**src/rtl/alu_col_pkg.sv**
```systemverilog
// Shared types and default widths for the ALU result collector.
// Optional statistics are enabled with the ALU_COLLECT_STATS_EN macro.
package alu_col_pkg;

  localparam int PKT_W  = 5;
  localparam int DATA_W = 4;

  typedef struct packed {
    logic [PKT_W-1:0]  pkt_num;
    logic              carry;
    logic              zero;
    logic [DATA_W-1:0] alu;
  } alu_result_t;

  typedef enum logic {
    SYNC,
    TRACK
  } seq_state_e;

  // Saturating 16-bit increment for the statistics counters.
  function automatic logic [15:0] sat_inc(input logic [15:0] v);
    return (v == 16'hFFFF) ? v : v + 16'd1;
  endfunction

endpackage

```
**src/rtl/alu_result_collector_if.sv**
```systemverilog
// ALU result stream in, consumer valid/ready stream out.
// slave is the collector; master is whatever drives beats and consumes results.
interface alu_result_collector_if #(
  parameter int DATA_W = 4,
  parameter int PKT_W  = 5
);

  logic              in_valid;
  logic [DATA_W-1:0] in_alu;
  logic              in_carry;
  logic              in_zero;
  logic [PKT_W-1:0]  in_pkt_num;

  logic              out_valid;
  logic              out_ready;
  logic [DATA_W-1:0] out_alu;
  logic              out_carry;
  logic              out_zero;
  logic [PKT_W-1:0]  out_pkt_num;

  modport slave (
    input  in_valid, in_alu, in_carry, in_zero, in_pkt_num, out_ready,
    output out_valid, out_alu, out_carry, out_zero, out_pkt_num
  );

  modport master (
    output in_valid, in_alu, in_carry, in_zero, in_pkt_num, out_ready,
    input  out_valid, out_alu, out_carry, out_zero, out_pkt_num
  );

endinterface

```
**src/rtl/alu_col_fifo.sv**
```systemverilog
// Generic first-word-fall-through synchronous FIFO. The caller qualifies
// push/pop; rdata reads as zero whenever the FIFO is empty.
module alu_col_fifo #(
  parameter type T     = logic [7:0],
  parameter int  DEPTH = 8
) (
  input  logic                   clk,
  input  logic                   reset,
  input  logic                   push,
  input  logic                   pop,
  input  T                       wdata,
  output T                       rdata,
  output logic [$clog2(DEPTH):0] count,
  output logic                   full,
  output logic                   empty
);

  localparam int AW = $clog2(DEPTH);
  localparam logic [AW:0] DEPTH_CNT = (AW + 1)'(DEPTH);

  T              mem [DEPTH];
  logic [AW-1:0] wr_ptr;
  logic [AW-1:0] rd_ptr;

  // NOTE: state registers use non-blocking assignments so every flop samples
  // pre-edge values regardless of statement order.
  always_ff @(posedge clk) begin
    if (reset) begin
      wr_ptr <= '0;
      rd_ptr <= '0;
      count  <= '0;
    end else begin
      if (push) wr_ptr <= wr_ptr + 1'b1;
      if (pop)  rd_ptr <= rd_ptr + 1'b1;
      case ({push, pop})
        2'b10:   count <= count + 1'b1;
        2'b01:   count <= count - 1'b1;
        default: count <= count;
      endcase
    end
  end

  // NOTE: storage is deliberately not reset; empty masks stale contents, and
  // leaving it reset-free lets it map onto plain RAM.
  always_ff @(posedge clk) begin
    if (push) mem[wr_ptr] <= wdata;
  end

  assign full  = (count == DEPTH_CNT);
  assign empty = (count == '0);
  assign rdata = empty ? T'('0) : mem[rd_ptr];

endmodule

```
**src/rtl/alu_result_collector.sv**
```systemverilog
// Collects ALU result beats into a FWFT FIFO, checks pkt_num ordering and keeps
// sticky overflow/sequence errors. ALU_COLLECT_STATS_EN adds beat counters.
module alu_result_collector #(
  parameter int DEPTH  = 8,
  parameter int DATA_W = alu_col_pkg::DATA_W,
  parameter int PKT_W  = alu_col_pkg::PKT_W
) (
  input  logic                   clk,
  input  logic                   reset,
  alu_result_collector_if.slave  bus,
  input  logic                   clr_err,
  output logic [$clog2(DEPTH):0] count,
  output logic                   full,
  output logic                   empty,
  output logic                   overflow,
  output logic                   seq_err,
  output logic [PKT_W-1:0]       exp_pkt_num
`ifdef ALU_COLLECT_STATS_EN
  ,
  output logic [15:0]            carry_cnt,
  output logic [15:0]            zero_cnt,
  output logic [15:0]            pkt_cnt
`endif
);

  import alu_col_pkg::*;

  typedef struct packed {
    logic [PKT_W-1:0]  pkt_num;
    logic              carry;
    logic              zero;
    logic [DATA_W-1:0] alu;
  } beat_t;

  beat_t      wr_beat;
  beat_t      head;
  logic       push;
  logic       pop;
  logic       drop;
  logic       seq_hit;
  seq_state_e state_q;
  seq_state_e state_d;

  // A full FIFO still takes a beat when the head leaves in the same cycle.
  assign pop  = bus.out_valid && bus.out_ready;
  assign push = bus.in_valid && (!full || pop);
  assign drop = bus.in_valid && !push;

  assign wr_beat = '{pkt_num: bus.in_pkt_num, carry: bus.in_carry,
                     zero: bus.in_zero, alu: bus.in_alu};

  alu_col_fifo #(
    .T     (beat_t),
    .DEPTH (DEPTH)
  ) u_fifo (
    .clk   (clk),
    .reset (reset),
    .push  (push),
    .pop   (pop),
    .wdata (wr_beat),
    .rdata (head),
    .count (count),
    .full  (full),
    .empty (empty)
  );

  assign bus.out_valid   = !empty;
  assign bus.out_alu     = head.alu;
  assign bus.out_carry   = head.carry;
  assign bus.out_zero    = head.zero;
  assign bus.out_pkt_num = head.pkt_num;

  always_ff @(posedge clk) begin
    if (reset) state_q <= SYNC;
    else       state_q <= state_d;
  end

  // NOTE: every always_comb output gets a default first so no path leaves it
  // unassigned and infers a latch.
  always_comb begin
    state_d = state_q;
    seq_hit = 1'b0;
    case (state_q)
      SYNC: begin
        if (bus.in_valid) begin
          seq_hit = (bus.in_pkt_num != exp_pkt_num);
          state_d = TRACK;
        end
      end
      TRACK: seq_hit = bus.in_valid && (bus.in_pkt_num != exp_pkt_num);
      default: state_d = SYNC;
    endcase
  end

  // Expected number follows every observed beat, dropped or not, so a gap is
  // reported once and the checker resynchronises on it.
  always_ff @(posedge clk) begin
    if (reset) begin
      exp_pkt_num <= '0;
      overflow    <= 1'b0;
      seq_err     <= 1'b0;
    end else begin
      if (bus.in_valid) exp_pkt_num <= bus.in_pkt_num + 1'b1;

      if (drop)         overflow <= 1'b1;
      else if (clr_err) overflow <= 1'b0;

      if (seq_hit)      seq_err <= 1'b1;
      else if (clr_err) seq_err <= 1'b0;
    end
  end

`ifdef ALU_COLLECT_STATS_EN
  always_ff @(posedge clk) begin
    if (reset || clr_err) begin
      carry_cnt <= '0;
      zero_cnt  <= '0;
      pkt_cnt   <= '0;
    end else if (push) begin
      pkt_cnt <= sat_inc(pkt_cnt);
      if (bus.in_carry) carry_cnt <= sat_inc(carry_cnt);
      if (bus.in_zero)  zero_cnt  <= sat_inc(zero_cnt);
    end
  end
`endif

endmodule

```
**src/flat_wrapper.sv**
```systemverilog
// flat-port wrapper written by rule: the top's interface ports become plain ports
module alu_result_collector_flat import alu_col_pkg::*;
#(
  parameter int DEPTH  = 8,
  parameter int DATA_W = alu_col_pkg::DATA_W,
  parameter int PKT_W  = alu_col_pkg::PKT_W
)
  (clk, reset, clr_err, count, full, empty, overflow, seq_err, exp_pkt_num, bus_in_valid, bus_in_alu, bus_in_carry, bus_in_zero, bus_in_pkt_num, bus_out_ready, bus_out_valid, bus_out_alu, bus_out_carry, bus_out_zero, bus_out_pkt_num);
  alu_result_collector_if #(.DATA_W(DATA_W), .PKT_W(PKT_W)) bus_i ();
  input  logic clk;
  input  logic reset;
  input  logic clr_err;
  output logic [$clog2(DEPTH):0] count;
  output logic full;
  output logic empty;
  output logic overflow;
  output logic seq_err;
  output logic [PKT_W-1:0] exp_pkt_num;
  input wire logic [$bits(bus_i.in_valid)-1:0] bus_in_valid;
  input wire logic [$bits(bus_i.in_alu)-1:0] bus_in_alu;
  input wire logic [$bits(bus_i.in_carry)-1:0] bus_in_carry;
  input wire logic [$bits(bus_i.in_zero)-1:0] bus_in_zero;
  input wire logic [$bits(bus_i.in_pkt_num)-1:0] bus_in_pkt_num;
  input wire logic [$bits(bus_i.out_ready)-1:0] bus_out_ready;
  output wire logic [$bits(bus_i.out_valid)-1:0] bus_out_valid;
  output wire logic [$bits(bus_i.out_alu)-1:0] bus_out_alu;
  output wire logic [$bits(bus_i.out_carry)-1:0] bus_out_carry;
  output wire logic [$bits(bus_i.out_zero)-1:0] bus_out_zero;
  output wire logic [$bits(bus_i.out_pkt_num)-1:0] bus_out_pkt_num;
  assign bus_i.in_valid = bus_in_valid;
  assign bus_i.in_alu = bus_in_alu;
  assign bus_i.in_carry = bus_in_carry;
  assign bus_i.in_zero = bus_in_zero;
  assign bus_i.in_pkt_num = bus_in_pkt_num;
  assign bus_i.out_ready = bus_out_ready;
  assign bus_out_valid = bus_i.out_valid;
  assign bus_out_alu = bus_i.out_alu;
  assign bus_out_carry = bus_i.out_carry;
  assign bus_out_zero = bus_i.out_zero;
  assign bus_out_pkt_num = bus_i.out_pkt_num;
  alu_result_collector #(.DEPTH(DEPTH), .DATA_W(DATA_W), .PKT_W(PKT_W)) u_core (.clk(clk), .reset(reset), .bus(bus_i), .clr_err(clr_err), .count(count), .full(full), .empty(empty), .overflow(overflow), .seq_err(seq_err), .exp_pkt_num(exp_pkt_num));
endmodule
```
**config.mk**
```make
export PLATFORM = sky130hd
export DESIGN_NAME = alu_result_collector_flat
export DESIGN_NICKNAME = d
export VERILOG_FILES = /design/src/rtl/alu_col_pkg.sv /design/src/rtl/alu_result_collector_if.sv /design/src/rtl/alu_col_fifo.sv /design/src/rtl/alu_result_collector.sv /design/src/flat_wrapper.sv
export SDC_FILE = /design/constraint.sdc
export NUM_CORES = 1
export LEC_CHECK = 0
export CELL_PAD_IN_SITES_DETAIL_PLACEMENT = 1
export CELL_PAD_IN_SITES_GLOBAL_PLACEMENT = 2
export CORE_UTILIZATION = 50
export CTS_BUF_LIST = sky130_fd_sc_hd__clkbuf_16
export DETAILED_ROUTE_END_ITERATION = 7
export DONT_BUFFER_PORTS = 1
export MAX_ROUTING_LAYER = met4
export PLACE_DENSITY = 0.86
export SYNTH_ARGS = -nofsm -noshare
export SYNTH_HDL_FRONTEND = slang
export SYNTH_SLANG_ARGS = --single-unit
```
**constraint.sdc**
```tcl
create_clock -name clk -period 5.45 [get_ports clk]
set_input_delay 0.2725 -clock clk [delete_from_list [all_inputs] [get_ports clk]]
set_output_delay 0.2725 -clock clk [all_outputs]
set_load 0.01 [all_outputs]
```
==> key figures <==
Timing
  • Max Freq: 0.392 GHz
  • Hold WS: 0.0108 ns
  • Slew @ Worst Pin: 1.30 ns
  • Min cycle time layout: 2.55 ns
  • Final period util: 46.8%
  • Final Slew Violations: 0
  • Endpoints failing hold: 0
  • Clock skew: 0.00660 ns
  • Final setup fails: 0
  • Total Negative Setup Slacks: 0 ns
  • Setup ws final: 2.90 ns
  • RSZ-0062 raised after global routing: no
  • Worst slew margin: around an eighth

Clock tree
  • Cts repair resizes: 0
  • CTS root buffer: clkbuf_16
  • Postcts setup bufs: 0
  • H-Tree Depth: 3
  • Clock sink count: ~110
  • Worst-path clk slew: 0.07 ns
  • Num CTS Buffers: 9
  • Worst skew pair latency: 0.34 ns
  • CTS tree: built
  • Max Root-Sink Buffers: 2

Synth
  • Yosys warning total: 0
  • EDFF count, synth: between 80 and 90
  • Post-synthesis sequential area ratio: 69.0%
  • Post-synthesis cell type count: 34
  • Top FF cell, synth: edfxtp_1
  • Synthesized instance count: 258
  • Post-synthesis async set-or-reset flop share: 0%
  • Mean area per synthesized cell: around 17 µm²
  • Synthesized area: 4410 µm²
  • Syn Nets: 280
  • Yosys reg bits: 108

Placed design
  • Routability cong.: 0.727
  • Input/output buffers: 0
  • Cell Count Post-Placement: between 300 and 400
  • DP Worst Slack: 2.89 ns
  • Dpl hpwl: 5730 µm

Status
  • Run status: finished, final reports clean

Floorplan
  • Die X: 95.9 µm
  • Initial Utilization: 52.6%
  • DIE HEIGHT: 95.9 µm
  • Die area: 9200 µm²
  • Core area: between 8000 and 9000 µm²
  • Row count: 33
  • I/O Pins: 41

Global route
  • Vias in the first global route: 2452
  • Largest net degree at the start of global routing: 23
  • All-layer global routing usage: 22.5%
  • Grt total ovfl: 0
  • Initial antenna violation count: 0
  • Global-route wire length before repair: approximately 14000 µm

Routing
  • Final wirelength: a little over 9000 µm
  • Detailed-route DRC error count: 0
  • DRT Pass-1 Iters: 4
  • ANT nets after route: 0
  • Vias: approximately 2300
  • DR iter-0 viols: 118
  • Vias/cell: 6.03
  • DR WL/cell: between 20 and 25 µm

Pwr
  • Cell Pwr Density: 454 nW/µm²
  • Sw Pwr: 0.000658 W
  • Internal power: 0.00155 W
  • Peak VDD IR: 280 µV
  • Seq pwr share: 45.8%
  • Logic pwr share: about 22%
  • Overall Power: around 0.0022 W
  • Switching share of total power: 29.8%
  • Part of the power in the clock network: 32.7%
  • LEAKAGE: 1.57 nW

Cells and area
  • # diodes: 0
  • Non-Filler Instances: about 370
  • Layout cells sized above 1: 18.3%
  • Total Nets Final: 285
  • Filler Cells Inserted: around 770
  • Layout Area Growth over Synthesis: 10.2%

Worst setup path
  • Critical Path AT: 2.82 ns
  • Crit-path max FO: 7
  • Crit path required time: 5.72 ns
  • CP Capture Type: flop
  • CP Launch Type: flop
  • Crit Path Class: reg -> reg

Hold path
  • Hold Path Class: in -> reg

Job
  • Max-cap violation count: 0
## cell families (layout without fill, tap and decap cells)
group | count (synthesis) | in the layout | share of synthesized area, %
buffers and inverters | 20 | 30 | 2.33
and+or+nand+nor | 55 | 55 | 5.93
AOI/OAI and AO/OA | 19 | 19 | 3.72
DFF | 108 | 108 | 69.0
xor gates and xnor gates | 14 | 14 | 2.78
muxes | 36 | 36 | 14.4
adders and majority gates | 6 | 6 | 1.87
## worst paths after layout
check / slack, ns / startpoint / to / depth (start not counted)
setup / recovery: 2.90 / u_core.u_fifo.count[0]$_SDFFE_PP0P_ / u_core.u_fifo.count[3]$_SDFFE_PP0P_ / 8
hold / removal: 0.01 / reset / u_core.u_fifo.rd_ptr[0]$_SDFFE_PP0N_ / 1
setup reg to reg: 2.90 / u_core.u_fifo.count[0]$_SDFFE_PP0P_ / u_core.u_fifo.count[3]$_SDFFE_PP0P_ / 8
hold reg to reg: 0.51 / u_core.u_fifo.rd_ptr[1]$_SDFFE_PP0N_ / u_core.u_fifo.rd_ptr[1]$_SDFFE_PP0N_ / 2
## routing by layer
layer	wire length [µm]	GRT usage (%)
met5	0	-
met2	4710	37.2
met1	3940	28.2
met3	303	4.19
met4	136	7.59
## stage by stage
| step | util [%] | area (µm²) |
|---|---|---|
| after floorplan | - | 4410 |
| after global placement | 53.9 | 4520 |
| after detailed placement | 53.9 | 4520 |
| after CTS | 58.0 | 4860 |
| after global routing | 58.0 | 4860 |
| final | 58.0 | 4860 |
## power by group through the flow
stage | clock network [W] | registers, W | logic [W]
6_report | 0.000723 | 0.00101 | 0.000474
2_1_floorplan | 0 | 0.00101 | 0.000434
5_1_grt | 0.000756 | 0.00102 | 0.000526
3_5_place_dp | 0 | 0.00103 | 0.000481
4_1_cts | 0.000730 | 0.00101 | 0.000485
3_3_place_gp | 0 | 0.00103 | 0.000459
## worst max-delay path, stage by stage (launching register included)
cell and delay [ns]:
dfxtp_1 0.40, or4_4 0.65, nand2_1 0.13, inv_1 0.06, ha_1 0.32, a21oi_1 0.28, a21oi_1 0.14, a311o_1 0.33
a31oi_1 0.17
## flip-flops by register name, summed over array words and instances, names as in the netlist, named ones only
signal and flops:
u_core.u_fifo.mem 88, u_core.exp_pkt_num 5, u_core.u_fifo.count 4, u_core.u_fifo.rd_ptr 3
u_core.u_fifo.wr_ptr 3, u_core.overflow 1, u_core.seq_err 1
## placed cells by master (no fill, tap or decap), types with 2 or more instances in the layout
cell,count
nand3_1,7
o31ai_1,2
o211ai_1,2
nand2_1,5
inv_1,7
a211oi_1,4
a21oi_1,4
clkbuf_16,9
ha_1,5
xor2_1,8
nor2b_1,3
mux4_2,22
dfxtp_1,20
mux2i_1,14
edfxtp_1,88
buf_4,6
bufinv_16,2
nand2b_1,4
nor2_1,27
nor3_1,5
xnor2_1,6
inv_8,2
## Yosys cell counts (2+ instances only)
cell | n | area (µm²)
ha_1 | 5 | 62.6
nand2b_1 | 4 | 25.0
a21oi_1 | 4 | 20.0
inv_1 | 7 | 26.3
xor2_1 | 8 | 70.1
a211oi_1 | 4 | 30.0
xnor2_1 | 6 | 52.6
o211ai_1 | 2 | 15.0
mux2i_1 | 14 | 140
mux4_2 | 22 | 495
nand2_1 | 5 | 18.8
nand3_1 | 7 | 35.0
nor2b_1 | 3 | 18.8
buf_2 | 3 | 15.0
edfxtp_1 | 88 | 2640
nor3_1 | 5 | 25.0
nor2_1 | 27 | 101
clkbuf_1 | 8 | 30.0
o31ai_1 | 2 | 15.0
dfxtp_1 | 20 | 400
## area by class of cell
type	instances	area, µm²	area share [%]
clock buffer	9	225	4.63
clock inverter	7	108	2.21
inverter	7	26.3	0.541
multi-input combinational	130	1270	26.2
sequential	108	3040	62.6
tap	105	131	2.70
timing repair buffer	7	55.1	1.13
## timing repair
item                                    4_1_cts  5_1_grt
hold endpoints to repair                     15        0
hold buffers                                  1        0
endpoints found under the setup margin        0        0
(Power assumes the default switching activity.)
